[config.mk]
export PLATFORM = sky130hd
export DESIGN_NAME = lsu_ram_master_flat
export DESIGN_NICKNAME = d
export VERILOG_FILES = /design/src/rtl/lsu_ram_if.sv /design/src/rtl/lsu_ram_master.sv /design/src/flat_wrapper.sv
export SDC_FILE = /design/constraint.sdc
export NUM_CORES = 1
export LEC_CHECK = 0
export CAP_MARGIN = 0
export CELL_PAD_IN_SITES_DETAIL_PLACEMENT = 0
export CELL_PAD_IN_SITES_GLOBAL_PLACEMENT = 1
export CORE_UTILIZATION = 40
export CTS_BUF_LIST = sky130_fd_sc_hd__clkbuf_2
export DETAILED_ROUTE_END_ITERATION = 12
export PLACE_DENSITY = 0.9
export RECOVER_POWER = 50
export SLEW_MARGIN = 5
export SYNTH_ARGS = -nofsm -noshare
export SYNTH_HDL_FRONTEND = slang
export SYNTH_SLANG_ARGS = --single-unit
[constraint.sdc]
create_clock -name clk -period 6.9 [get_ports clk]
set_input_delay 1.38 -clock clk [delete_from_list [all_inputs] [get_ports clk]]
set_output_delay 1.38 -clock clk [all_outputs]
set_load 0.01 [all_outputs]
[src/rtl/lsu_ram_if.sv]
// Bundle of the pipeline request/response handshake and the 64-bit RAM data
// port. The master modport is the load/store unit; the slave modport is the
// side holding the pipeline and the RAM.
//
// Handshake rule for both channels: a transfer happens on the rising clock
// edge where valid and ready are both high. The LSU's req_ready is high only
// while idle, and resp_valid stays high with stable data until resp_ready.
interface lsu_ram_if;
    logic        req_valid;
    logic        req_ready;
    logic        req_we;
    logic [1:0]  req_size;
    logic        req_unsigned;
    logic [63:0] req_addr;
    logic [63:0] req_wdata;

    logic        resp_valid;
    logic        resp_ready;
    logic [63:0] resp_rdata;
    logic        resp_err;

    logic [63:0] ram_addr;
    logic        ram_r_ena;
    logic        ram_w_ena;
    logic [63:0] ram_w_mask;
    logic [63:0] ram_w_data;
    logic [63:0] ram_r_data;

    modport master (
        input  req_valid, req_we, req_size, req_unsigned, req_addr, req_wdata,
        input  resp_ready, ram_r_data,
        output req_ready, resp_valid, resp_rdata, resp_err,
        output ram_addr, ram_r_ena, ram_w_ena, ram_w_mask, ram_w_data
    );

    modport slave (
        output req_valid, req_we, req_size, req_unsigned, req_addr, req_wdata,
        output resp_ready, ram_r_data,
        input  req_ready, resp_valid, resp_rdata, resp_err,
        input  ram_addr, ram_r_ena, ram_w_ena, ram_w_mask, ram_w_data
    );
endinterface

[src/rtl/lsu_ram_master.sv]
// Load/store unit front end for the 64-bit RAM data port: byte-lane alignment,
// write-mask generation, load extension and address-range checking.
// Optional macro LSU_MISALIGN_SPLIT_EN: accesses crossing an 8-byte boundary
// run as two RAM accesses (ACC0, ACC1). Without it any misaligned access
// returns an error and never touches the RAM.
// dbg_state exposes the FSM state (0 IDLE, 1 ACC0, 2 ACC1, 3 RESP).
module lsu_ram_master #(
    parameter logic [63:0] ADDR_LO = 64'h0000_0000_8000_0000,
    parameter logic [63:0] ADDR_HI = 64'h0000_0000_8800_0000
) (
    input  logic        clk,
    input  logic        rst_n,
    lsu_ram_if.master   bus,
    output logic [1:0]  dbg_state
);

    typedef enum logic [1:0] {IDLE = 2'd0, ACC0 = 2'd1, ACC1 = 2'd2, RESP = 2'd3} state_e;

    state_e      state_q, state_d;
    logic        we_q, we_d;
    logic [1:0]  size_q, size_d;
    logic        uns_q, uns_d;
    logic [63:0] addr_q, addr_d;
    logic [63:0] wdata_q, wdata_d;
    logic [63:0] lo_q, lo_d;
    logic [63:0] hi_q, hi_d;
    logic        err_q, err_d;

    // Request-side checks, evaluated on the incoming request while idle.
    logic [2:0]  req_off;
    logic [3:0]  req_nbytes;
    logic [64:0] req_end;
    logic        req_oor;
    logic        req_misaligned;

    // Latched-request derived values.
    logic [2:0]  off;
    logic [3:0]  nbytes;
    logic [5:0]  sh;
    logic [15:0] lanes16;
    logic [63:0] base_addr;
    logic [7:0]  acc_lanes;
    logic [63:0] load_raw;
    logic [63:0] load_ext;

    assign dbg_state = state_q;

    // Range check is done in 65 bits so addresses near the top cannot wrap.
    always_comb begin
        req_off        = bus.req_addr[2:0];
        req_nbytes     = 4'd1 << bus.req_size;
        req_end        = {1'b0, bus.req_addr} + {61'd0, req_nbytes};
        req_oor        = (bus.req_addr < ADDR_LO) || (req_end > {1'b0, ADDR_HI});
        req_misaligned = (req_off & (req_nbytes[2:0] - 3'd1)) != 3'd0;
    end

    // Lane bookkeeping: lanes16[7:0] are touched by the first access,
    // lanes16[15:8] by the second; load data is the shifted {hi,lo} pair.
    always_comb begin
        off       = addr_q[2:0];
        nbytes    = 4'd1 << size_q;
        sh        = {off, 3'b000};
        lanes16   = ((16'd1 << nbytes) - 16'd1) << off;
        base_addr = {addr_q[63:3], 3'b000};
        load_raw  = (lo_q >> sh) | (hi_q << (7'd64 - {1'b0, sh}));
        load_ext  = load_raw;
        case (size_q)
            2'd0:    load_ext = uns_q ? {56'd0, load_raw[7:0]}  : {{56{load_raw[7]}},  load_raw[7:0]};
            2'd1:    load_ext = uns_q ? {48'd0, load_raw[15:0]} : {{48{load_raw[15]}}, load_raw[15:0]};
            2'd2:    load_ext = uns_q ? {32'd0, load_raw[31:0]} : {{32{load_raw[31]}}, load_raw[31:0]};
            default: load_ext = load_raw;
        endcase
    end

    // Handshake and response outputs follow the state directly.
    assign bus.req_ready  = (state_q == IDLE) && rst_n;
    assign bus.resp_valid = (state_q == RESP);
    assign bus.resp_err   = (state_q == RESP) && err_q;
    assign bus.resp_rdata = ((state_q == RESP) && !err_q && !we_q) ? load_ext : 64'd0;

    // Next-state logic and RAM port drive; RAM outputs stay 0 outside ACC0/ACC1.
    always_comb begin
        state_d = state_q;
        we_d    = we_q;
        size_d  = size_q;
        uns_d   = uns_q;
        addr_d  = addr_q;
        wdata_d = wdata_q;
        lo_d    = lo_q;
        hi_d    = hi_q;
        err_d   = err_q;

        bus.ram_addr   = 64'd0;
        bus.ram_r_ena  = 1'b0;
        bus.ram_w_ena  = 1'b0;
        bus.ram_w_data = 64'd0;
        bus.ram_w_mask = 64'd0;
        acc_lanes      = 8'd0;

        case (state_q)
            IDLE: begin
                if (bus.req_valid) begin
                    we_d    = bus.req_we;
                    size_d  = bus.req_size;
                    uns_d   = bus.req_unsigned;
                    addr_d  = bus.req_addr;
                    wdata_d = bus.req_wdata;
                    lo_d    = 64'd0;
                    hi_d    = 64'd0;
`ifdef LSU_MISALIGN_SPLIT_EN
                    err_d   = req_oor;
`else
                    err_d   = req_oor || req_misaligned;
`endif
                    state_d = err_d ? RESP : ACC0;
                end
            end
            ACC0: begin
                bus.ram_addr   = base_addr;
                bus.ram_r_ena  = !we_q;
                bus.ram_w_ena  = we_q;
                bus.ram_w_data = wdata_q << sh;
                acc_lanes      = lanes16[7:0];
                if (!we_q) lo_d = bus.ram_r_data;
`ifdef LSU_MISALIGN_SPLIT_EN
                state_d = (({1'b0, off} + nbytes) > 4'd8) ? ACC1 : RESP;
`else
                state_d = RESP;
`endif
            end
            ACC1: begin
                bus.ram_addr   = base_addr + 64'd8;
                bus.ram_r_ena  = !we_q;
                bus.ram_w_ena  = we_q;
                bus.ram_w_data = wdata_q >> (7'd64 - {1'b0, sh});
                acc_lanes      = lanes16[15:8];
                if (!we_q) hi_d = bus.ram_r_data;
                state_d = RESP;
            end
            default: begin
                if (bus.resp_ready) state_d = IDLE;
            end
        endcase

        for (int i = 0; i < 8; i++) begin
            bus.ram_w_mask[8*i +: 8] = {8{acc_lanes[i]}};
        end
    end

    // State and request registers; async reset returns everything to idle.
    always_ff @(posedge clk or negedge rst_n) begin
        if (!rst_n) begin
            state_q <= IDLE;
            we_q    <= 1'b0;
            size_q  <= 2'd0;
            uns_q   <= 1'b0;
            addr_q  <= 64'd0;
            wdata_q <= 64'd0;
            lo_q    <= 64'd0;
            hi_q    <= 64'd0;
            err_q   <= 1'b0;
        end else begin
            state_q <= state_d;
            we_q    <= we_d;
            size_q  <= size_d;
            uns_q   <= uns_d;
            addr_q  <= addr_d;
            wdata_q <= wdata_d;
            lo_q    <= lo_d;
            hi_q    <= hi_d;
            err_q   <= err_d;
        end
    end

endmodule

[src/flat_wrapper.sv]
// flat-port wrapper written by rule: the top's interface ports become plain ports
module lsu_ram_master_flat 
#(
    parameter logic [63:0] ADDR_LO = 64'h0000_0000_8000_0000,
    parameter logic [63:0] ADDR_HI = 64'h0000_0000_8800_0000
)
  (clk, rst_n, dbg_state, bus_req_valid, bus_req_we, bus_req_size, bus_req_unsigned, bus_req_addr, bus_req_wdata, bus_resp_ready, bus_ram_r_data, bus_req_ready, bus_resp_valid, bus_resp_rdata, bus_resp_err, bus_ram_addr, bus_ram_r_ena, bus_ram_w_ena, bus_ram_w_mask, bus_ram_w_data);
  lsu_ram_if bus_i ();
  input  logic clk;
  input  logic rst_n;
  output logic [1:0] dbg_state;
  input wire logic [$bits(bus_i.req_valid)-1:0] bus_req_valid;
  input wire logic [$bits(bus_i.req_we)-1:0] bus_req_we;
  input wire logic [$bits(bus_i.req_size)-1:0] bus_req_size;
  input wire logic [$bits(bus_i.req_unsigned)-1:0] bus_req_unsigned;
  input wire logic [$bits(bus_i.req_addr)-1:0] bus_req_addr;
  input wire logic [$bits(bus_i.req_wdata)-1:0] bus_req_wdata;
  input wire logic [$bits(bus_i.resp_ready)-1:0] bus_resp_ready;
  input wire logic [$bits(bus_i.ram_r_data)-1:0] bus_ram_r_data;
  output wire logic [$bits(bus_i.req_ready)-1:0] bus_req_ready;
  output wire logic [$bits(bus_i.resp_valid)-1:0] bus_resp_valid;
  output wire logic [$bits(bus_i.resp_rdata)-1:0] bus_resp_rdata;
  output wire logic [$bits(bus_i.resp_err)-1:0] bus_resp_err;
  output wire logic [$bits(bus_i.ram_addr)-1:0] bus_ram_addr;
  output wire logic [$bits(bus_i.ram_r_ena)-1:0] bus_ram_r_ena;
  output wire logic [$bits(bus_i.ram_w_ena)-1:0] bus_ram_w_ena;
  output wire logic [$bits(bus_i.ram_w_mask)-1:0] bus_ram_w_mask;
  output wire logic [$bits(bus_i.ram_w_data)-1:0] bus_ram_w_data;
  assign bus_i.req_valid = bus_req_valid;
  assign bus_i.req_we = bus_req_we;
  assign bus_i.req_size = bus_req_size;
  assign bus_i.req_unsigned = bus_req_unsigned;
  assign bus_i.req_addr = bus_req_addr;
  assign bus_i.req_wdata = bus_req_wdata;
  assign bus_i.resp_ready = bus_resp_ready;
  assign bus_i.ram_r_data = bus_ram_r_data;
  assign bus_req_ready = bus_i.req_ready;
  assign bus_resp_valid = bus_i.resp_valid;
  assign bus_resp_rdata = bus_i.resp_rdata;
  assign bus_resp_err = bus_i.resp_err;
  assign bus_ram_addr = bus_i.ram_addr;
  assign bus_ram_r_ena = bus_i.ram_r_ena;
  assign bus_ram_w_ena = bus_i.ram_w_ena;
  assign bus_ram_w_mask = bus_i.ram_w_mask;
  assign bus_ram_w_data = bus_i.ram_w_data;
  lsu_ram_master #(.ADDR_LO(ADDR_LO), .ADDR_HI(ADDR_HI)) u_core (.clk(clk), .rst_n(rst_n), .bus(bus_i), .dbg_state(dbg_state));
endmodule
==> results <==
area by class of cell:
cell class | count | share of cell area [%]
antenna | 9 | 0.0801
clock buffer | 115 | 2.05
clock inverter | 26 | 0.458
inverter | 27 | 0.361
multi-input combinational | 2269 | 52.5
sequential | 263 | 23.5
tap | 756 | 3.36
timing repair buffer | 504 | 17.7
worst paths after layout:
kind                       slack (ns)                              to
max                              0.18              bus_resp_rdata[48]
min                              0.28      u_core.lo_q[7]$_DFFE_PN0P_
max reg2reg                      1.40  u_core.wdata_q[41]$_DFFE_PN0P_
min reg2reg                      0.49     u_core.hi_q[61]$_DFFE_PN0P_
max in group asynchronous        1.76    u_core.addr_q[0]$_DFFE_PN0P_
min in group clk                 0.49     u_core.hi_q[61]$_DFFE_PN0P_
logic make-up after synthesis:
group                      Yosys count  synth area share [%]
and+or+nand+nor                   1075                  22.0
AOI/OAI and AO/OA                  743                  20.0
muxes                              378                  19.6
buffers and inverters              326                  6.46
DFF                                263                  29.0
xor gates and xnor gates            55                  2.12
adders and majority gates           15                 0.859
other                                1                0.0165
power by group:
group	switching (W)	total (W)	internal [W]
clock	0.000780	0.00126	0.000483
combinational	0.00539	0.00935	0.00395
sequential	0.000957	0.00307	0.00212
total	0.00713	0.0137	0.00655
repair_timing:
item                       CTS  global route
setup endpoints to repair   22            51
setup buffers                1             1
resized for setup            1             5
cells in the mapped netlist, drive strengths merged, types with 21 or more instances:
library cell,count,area [sq um]
nand2,519,1950
o22ai,37,231
a22oi,81,608
mux2i,165,1650
and2,32,201
nor2b,116,726
nand3,49,250
nand4,42,278
a21oi,154,771
and3,22,139
nor3,32,165
clkbuf,188,707
nor4,23,144
inv,25,93.8
xnor2,34,298
nor2,177,664
xor2,21,184
dfrtp,263,6580
buf,111,659
o21ai,302,1510
mux4,36,811
mux2,177,1990
sequential cells by signal, indices dropped and copies added, names as in the netlist:
signal	count
u_core.wdata_q	64
u_core.lo_q	64
u_core.size_q	2
u_core.hi_q	64
u_core.err_q	1
u_core.we_q	1
u_core.uns_q	1
u_core.addr_q	64
u_core.dbg_state	2
per-stage QoR:
| stage | total power, W | util, % | TNS, ns | hold WS, ns | instances |
|---|---|---|---|---|---|
| floorplan | 0.00886 | - | 0 | 0.442 | 2858 |
| global placement | 0.0120 | 48.6 | 0 | 0.463 | 3817 |
| global route | 0.0145 | 49.9 | -0.0115 | 0.234 | 3966 |
| finish | 0.0137 | 50.0 | 0 | 0.285 | 3969 |
| detailed placement | 0.0121 | 48.6 | 0 | 0.470 | 3817 |
| CTS | 0.0135 | 49.9 | 0 | 0.218 | 3959 |
layer usage:
metal	track usage [%]	vias to the layer above	part of all wire (%)
met5	0	-	0.035
met4	13.0	4	3.8
met3	8.43	220	9.8
met2	51.7	1363	46
met1	43.1	11700	41
li1	-	10900	-
==> flow_metrics.py <==
metrics = {
    "cts": {
        "h-tree-depth": 3,
        "cts_tree": "built",
        "cts_sinks": 263,
        "clk_latency_ns": 1.13,
        "ctsHoldBuffers": 0,
        "clk_path_buf_depth": 3,
        "cts_buffers": 82,
        "path_clk_slew_ns": 0.11,
        "root_buffer": "clkbuf_2",
    },
    "timing": {
        "max_freq_ghz": 0.149,
        "drv_slew": 410,
        "period_minus_slack_ns": 6.72,
        "finalSetupViolCount": 0,
        "setup_ws_ns": 0.182,
        "max_slew_margin_pct": -172,
        "fin_worst_skew_ns": 0.116,
        "timing.final.crit_share_pct": 97.4,
        "tightest_slew_ns": 4.07,
        "finalHoldViolations": 0,
    },
    "setup_path": {
        "startpoint": "u_core.addr_q[0]$_DFFE_PN0P_",
        "endpoint_kind": "output pin",
        "critPathRequiredTime_ns": 5.52,
        "crit_cells": 12,
        "cpLargestDelayFamily": "buffers and inverters",
        "critPathKind": "reg -> out",
        "critPathSlowestCell": "buf_4",
        "start_kind": "flop",
        "critPathMaxFanout": 58,
        "r2r_start": "u_core.dbg_state[1]$_DFFE_PN0P_",
        "path_buf_inv": 4,
        "slowest_delay_ns": 0.78,
        "crit_chain": "inv_2, ha_4, buf_4, nor2_1, buf_4, nand2_1, o21ai_0, nand2_1, o21ai_0, a221oi_1, nor2_1, clkdlybuf4s50_1",
        "rr_worst_depth": 5,
        "arrival_ns": 5.34,
    },
    "final_layout": {
        "syn_to_final_growth_pct": 23.7,
        "drive_above_1_share_pct": 13.0,
        "layout_common_cells": "nand2_1, clkdlybuf4s50_1, o21ai_0",
        "fin_area_sq_um": 28100,
        "n_fill_cell": 5506,
        "fin_nets": 3362,
        "final-seq-area_sq_um": 6590,
        "multi_input_area_sq_um": 14800,
        "final_common_cell": "nand2_1",
    },
    "drt": {
        "avgRoutedWirePerCell_um": 24.4,
        "drtPass1Iterations": 7,
        "drt_wl_total_um": 96800,
        "vias_per_cell": 6.09,
        "vias": 24200,
        "drtIter0Drc": 2559,
        "drcViolationCount": 0,
        "drtAntennaViolNets": 0,
    },
    "floorplanning": {
        "dieArea_sq_um": 57800,
        "io_pins": 463,
        "num_rows": 87,
        "fp.dieH_um": 240,
        "die_w_um": 240,
        "coreArea_sq_um": 56300,
        "start_util_pct": 40.4,
    },
    "placement": {
        "dpl-instance-area_sq_um": 27300,
        "gp_congestion": 0.970,
        "portBuffers": 459,
        "pre_cts_ws_ns": 0.870,
        "dpl.hpwl_um": 69200,
    },
    "yosys": {
        "synth_area_sq_um": 22700,
        "synthCells": 2856,
        "synth-seq-cells": 263,
        "ys.warnings.count": 0,
        "async_flop_share_pct": 100,
        "ys_seq_area_share_pct": 29.0,
        "syn_avg_cell_area_sq_um": 7.96,
        "synth_edf_count": 0,
        "ys.flop_type": "dfrtp_1",
        "synth_cell_types": 85,
    },
    "power": {
        "peakVddDrop_v": 0.000537,
        "p_leak_nw": 10.9,
        "p_per_area_nw_per_um2": 487,
    },
    "run_status": {
        "outcome": "finished with violations",
        "violations": "capacitance limit, slew limit",
    },
    "global_routing": {
        "antenna_found_initial": 11,
        "grt_overflow": 0,
        "grt_pass1_vias": 23200,
        "grt_pass1_wl_um": 145000,
        "grt_max_degree": 155,
        "track_usage_pct": 32.9,
    },
    "job": {
        "drv_cap": 6,
    },
    "worst_hold_path": {
        "hold_path_class": "in -> async",
    },
}
(Power assumes the default switching activity.)
